==> config.mk <==
export PLATFORM = sky130hd
export DESIGN_NAME = pito_mvu_apb_arb
export DESIGN_NICKNAME = d
export VERILOG_FILES = /design/src/rtl/pito_mvu_apb_arb.sv
export SDC_FILE = /design/constraint.sdc
export NUM_CORES = 1
export LEC_CHECK = 0
export CORE_AREA = 2 2 196 198
export DETAILED_ROUTE_END_ITERATION = 6
export DIE_AREA = 0 0 198 200
export PLACE_DENSITY = 0.63
export REMOVE_ABC_BUFFERS = 1
export SLEW_MARGIN = 40
export SYNTH_ARGS = -nofsm -noshare
export SYNTH_HDL_FRONTEND = slang
export SYNTH_SLANG_ARGS = --single-unit
==> constraint.sdc <==
create_clock -name clk -period 5.2 [get_ports clk]
set_clock_uncertainty 0.2 [all_clocks]
set_input_delay 0.78 -clock clk [delete_from_list [all_inputs] [get_ports clk]]
set_output_delay 0.78 -clock clk [all_outputs]
set_load 0.02 [all_outputs]
==> src/rtl/pito_mvu_apb_arb.sv <==
// Round-robin arbiter funnelling per-hart MVU CSR requests onto one APB master port.
// One transaction in flight; illegal addresses and ACCESS timeouts answer with an error.
module pito_mvu_apb_arb #(
  parameter int          NUM_HARTS          = 8,
  parameter logic [11:0] MVU_CSR_START_ADDR = 12'hF20,
  parameter int          TIMEOUT            = 255
) (
  input  logic                      clk,
  input  logic                      rst_n,
  input  logic [NUM_HARTS-1:0]      req_valid_i,
  input  logic [NUM_HARTS-1:0]      req_write_i,
  input  logic [NUM_HARTS*12-1:0]   req_addr_i,
  input  logic [NUM_HARTS*32-1:0]   req_wdata_i,
  output logic [NUM_HARTS-1:0]      req_ready_o,
  output logic [NUM_HARTS-1:0]      rsp_valid_o,
  output logic [31:0]               rsp_rdata_o,
  output logic                      rsp_err_o,
  output logic [11:0]               apb_paddr,
  output logic [31:0]               apb_pwdata,
  output logic                      apb_pwrite,
  output logic                      apb_psel,
  output logic                      apb_penable,
  input  logic [31:0]               apb_prdata,
  input  logic                      apb_pready,
  input  logic                      apb_pslverr,
  output logic                      busy_o
);
  localparam int HW = (NUM_HARTS > 1) ? $clog2(NUM_HARTS) : 1;

  typedef enum logic [1:0] {IDLE, SETUP, ACCESS, RESP} state_e;

  state_e               state_q;
  logic [HW-1:0]        hart_q, last_q;
  logic [11:0]          addr_q;
  logic [31:0]          wdata_q;
  logic                 write_q;
  logic [7:0]           wait_q;
  logic                 psel_q, penable_q;
  logic [NUM_HARTS-1:0] rsp_valid_q;
  logic [31:0]          rsp_rdata_q;
  logic                 rsp_err_q;

  logic [NUM_HARTS-1:0][11:0] addr_v;
  logic [NUM_HARTS-1:0][31:0] wdata_v;

  for (genvar g = 0; g < NUM_HARTS; g++) begin : g_unpack
    assign addr_v[g]  = req_addr_i[12*g +: 12];
    assign wdata_v[g] = req_wdata_i[32*g +: 32];
  end

  // First valid hart scanning upward from the one after the last served hart.
  logic          gnt_any;
  logic [HW-1:0] gnt_idx;
  always_comb begin
    gnt_any = 1'b0;
    gnt_idx = '0;
    for (int k = 1; k <= NUM_HARTS; k++) begin
      if (!gnt_any && req_valid_i[HW'(int'(last_q) + k)]) begin
        gnt_any = 1'b1;
        gnt_idx = HW'(int'(last_q) + k);
      end
    end
  end

  logic [NUM_HARTS-1:0] gnt_oh, hart_oh;
  logic                 gnt_legal;
  logic [7:0]           wait_inc;

  assign gnt_oh    = gnt_any ? (NUM_HARTS'(1) << gnt_idx) : '0;
  assign hart_oh   = NUM_HARTS'(1) << hart_q;
  assign gnt_legal = addr_v[gnt_idx] >= MVU_CSR_START_ADDR;
  assign wait_inc  = wait_q + 8'd1;

  always_ff @(posedge clk or negedge rst_n) begin
    if (!rst_n) begin
      state_q     <= IDLE;
      hart_q      <= '0;
      last_q      <= HW'(NUM_HARTS - 1);
      addr_q      <= '0;
      wdata_q     <= '0;
      write_q     <= 1'b0;
      wait_q      <= '0;
      psel_q      <= 1'b0;
      penable_q   <= 1'b0;
      rsp_valid_q <= '0;
      rsp_rdata_q <= '0;
      rsp_err_q   <= 1'b0;
    end else begin
      rsp_valid_q <= '0;
      rsp_rdata_q <= '0;
      rsp_err_q   <= 1'b0;
      unique case (state_q)
        IDLE: begin
          if (gnt_any) begin
            hart_q  <= gnt_idx;
            addr_q  <= addr_v[gnt_idx];
            wdata_q <= wdata_v[gnt_idx];
            write_q <= req_write_i[gnt_idx];
            if (gnt_legal) begin
              state_q <= SETUP;
              psel_q  <= 1'b1;
            end else begin
              state_q     <= RESP;
              rsp_valid_q <= gnt_oh;
              rsp_err_q   <= 1'b1;
            end
          end
        end
        SETUP: begin
          state_q   <= ACCESS;
          penable_q <= 1'b1;
          wait_q    <= '0;
        end
        ACCESS: begin
          if (apb_pready) begin
            state_q     <= RESP;
            psel_q      <= 1'b0;
            penable_q   <= 1'b0;
            rsp_valid_q <= hart_oh;
            rsp_rdata_q <= write_q ? 32'd0 : apb_prdata;
            rsp_err_q   <= apb_pslverr;
          end else begin
            wait_q <= wait_inc;
            if (wait_inc == 8'(TIMEOUT)) begin
              state_q     <= RESP;
              psel_q      <= 1'b0;
              penable_q   <= 1'b0;
              rsp_valid_q <= hart_oh;
              rsp_err_q   <= 1'b1;
            end
          end
        end
        RESP: begin
          state_q <= IDLE;
          last_q  <= hart_q;
        end
        default: state_q <= IDLE;
      endcase
    end
  end

  // Ready is gated by reset so every output reads zero while rst_n is low.
  assign req_ready_o = (state_q == IDLE && rst_n) ? gnt_oh : '0;
  assign rsp_valid_o = rsp_valid_q;
  assign rsp_rdata_o = rsp_rdata_q;
  assign rsp_err_o   = rsp_err_q;
  assign apb_psel    = psel_q;
  assign apb_penable = penable_q;
  assign apb_paddr   = psel_q ? addr_q : 12'd0;
  assign apb_pwdata  = psel_q ? wdata_q : 32'd0;
  assign apb_pwrite  = psel_q & write_q;
  assign busy_o      = state_q != IDLE;

endmodule
==> results.cfg <==
[outcome]
status = completed

[timing]
setup_slack_ns = 0.0628
finalSetupTns_ns = 0
max_freq_ghz = 0.195
period_needed_ns = 5.14
fin_crit_sh_pct = 98.8
drv_slew = 0
setup_viol = 0
max_slew_margin_pct = 47.3
worstMarginPinSlew_ns = 0.791
hold_viol = 0
fin_hold_ws_ns = 0.139

[clock_tree]
cts_tree = built
clk_latency_ns = 0.36
cts_buffer_depth = 2
clkSinkCount = 104
root_buffer = clkbuf_16
cts_htree_levels = 3
holdBufCountCts = 0
cts_buffers = 9
clkSlewWorstSetupHoldPaths_ns = 0.08

[synth]
synth.lib_cells_used.distinct = 61
ys.flop_type = dfrtp_1
yosysMostFrequentCell = mux2i_1
netlist_area_sq_um = 8810
synth_top_area_cell = mux2i_1
postSynthCellCount = 893
ys_warn_count = 0
synth_common_cells = mux2i_1 (315), dfrtp_1 (101), and2_1 (79), nand2_1 (78), o21ai_1 (41)
synth_edf_count = 0
ys_seq_elements = 104
synth_top_area_share_pct = 35.8
synthArstFlopShare_pct = 100
ys_seq_area_share_pct = 29.6
synthTopCellsByArea = mux2i_1 (36%), dfrtp_1 (29%), and2_1 (5.6%)
syn_avg_cell_area_sq_um = 9.87

[floorplan]
coreArea_sq_um = 37400
dieHeight_um = 200
num_io_pins = 501
die_area_sq_um = 39600
die_x_um = 198
initial_core_util_pct = 23.6
rows = 71

[cells_and_area]
fin_cells = 1885
layout-drive-gt1-share_pct = 6.77
fillers = 3725
syn2layout_area_growth_pct = 67.4
layout.nets = 1780

[pwr]
power_density_nw_per_um2 = 741
ir_drop_v = 0.000610
p_leak_nw = 6.41

[routing]
via_per_inst = 4.59
drt_pass1_iterations = 4
wl_per_cell_um = 18.9
first_iter_violations = 363
route.vias.total = 8649
route.detailed.drc = 0
totalWireLength_mm = 35.7
ant_nets = 0

[critical_path]
worstPathArrival_ns = 4.16
setup.worst_path.start = req_valid_i[4]
cp.required_ns = 4.22
crit_path_max_fanout = 8
r2r-start = last_q[1]$_DFFE_PN1N_
cp-end-kind = output port
path_class = input pin to output port
start_kind = input pin

[global_route]
grt_use_total_pct = 16.8
grt_overflow = 0
grt_max_degree = 66
grt_pass1_wl_mm = 51.2
grt_pass1_vias = 8710
antenna_found_initial = 0

[job]
maxCapViolCount = 0

[placement]
numPortBuffers = 500
preCtsSetupSlack_ns = 0.0627
gp_congestion = 0.852
dp_hpwl_mm = 28.8
placedCellCount = 1866

[hold_path]
hold_path_class = input pin to asynchronous set/reset pin
==> path summary, 6_finish.rpt <==
path	end	slack (ns)	cells past startpoint
setup reg to reg	rsp_valid_o[1]$_DFF_PN0_	0.60	14
min in group clk	wdata_q[14]$_DFFE_PN0P_	0.28	2
setup / recovery	req_ready_o[4]	0.06	10
hold reg to reg	wdata_q[14]$_DFFE_PN0P_	0.28	2
max in group asynchronous	wdata_q[14]$_DFFE_PN0P_	3.61	2
hold / removal	rsp_valid_o[0]$_DFF_PN0_	0.14	1
==> cells by family (layout without fill, tap and decap cells) <==
kind of cell,Yosys count,in the layout,share of synthesized area (%)
fa+ha+maj,8,8,1.14
simple gates,243,243,14.7
xor+xnor,8,8,0.880
buf+inv,76,556,4.00
flops,104,104,29.6
other cells,0,1,0
mux,343,343,41.5
compound gates,111,111,8.21
==> critical path: stages <==
cell	delay, ns
clkdlybuf4s50_1	0.54
mux2_2	0.37
mux4_2	0.56
buf_4	0.18
a2111o_1	0.42
nand2_1	0.15
buf_4	0.15
nand3_1	0.17
nor2_1	0.20
clkdlybuf4s50_1	0.64
==> layout by cell type, fill, tap and decap left out, drive strengths merged, types with 3 or more instances in the layout <==
master / instances
nor4: 4
and4: 5
and2: 80
nor3: 4
nand2: 78
mux4: 17
ha: 8
nor2: 29
a211oi: 4
clkinv: 3
clkbuf: 10
a21oi: 7
o21ai: 61
clkdlybuf4s50: 496
inv: 15
dfstp: 3
mux2: 11
nand4: 10
o32ai: 10
or3: 3
dlymetal6s2s: 3
buf: 29
mux2i: 315
nand2b: 7
xnor2: 4
a2111oi: 5
nand3: 15
a221oi: 4
dfrtp: 101
xor2: 4
==> where the power goes <==
part / internal (mW) / total [mW] / switching [mW]
clock: 0.340 / 0.706 / 0.366
combinational: 4.22 / 8.88 / 4.66
sequential: 1.12 / 1.34 / 0.227
total: 5.67 / 10.9 / 5.25
==> flip-flops by register name, indices dropped and copies added (netlist names) <==
register	cells
rsp_rdata_o	32
wdata_q	32
addr_q	12
rsp_valid_o	8
wait_q	8
hart_q	3
last_q	3
state_q	2
apb_penable	1
apb_psel	1
rsp_err_o	1
write_q	1
==> cell type report <==
class | count | area, sq um | share of cell area, %
clock inverter | 6 | 62.6 | 0.424
tap | 511 | 639 | 4.33
antenna | 1 | 2.50 | 0.0170
sequential | 104 | 2610 | 17.7
multi-input combinational | 713 | 5900 | 40.0
inverter | 12 | 47.5 | 0.322
clock buffer | 10 | 229 | 1.55
timing repair buffer | 528 | 5260 | 35.7
==> stage by stage <==
step,utilization [%],cell area [sq um],power [mW]
final,39.4,14800,10.9
after global routing,39.4,14800,11.8
after CTS,39.3,14700,11.0
after detailed placement,38.5,14400,10.3
after global placement,38.5,14400,10.2
after floorplan,-,8500,5.93
==> layer usage <==
| metal | up-vias | global-route usage [%] | share of wire, % |
|---|---|---|---|
| li1 | 4224 | - | - |
| met1 | 4113 | 21.3 | 42 |
| met2 | 297 | 29.8 | 51 |
| met3 | 15 | 3.39 | 6.5 |
| met4 | 0 | 3.23 | 0.82 |
| met5 | - | 0 | 0 |
==> what timing repair did <==
item | 4_1_cts | 5_1_grt
pin swaps | 0 | 1
gates resized for setup | 2 | 9
endpoints found under the setup margin | 1 | 8
cloned | 0 | 0
setup buffers | 0 | 2
endpoints found under the hold margin | 0 | 0
Note: power is estimated with default switching activity, not from simulation.
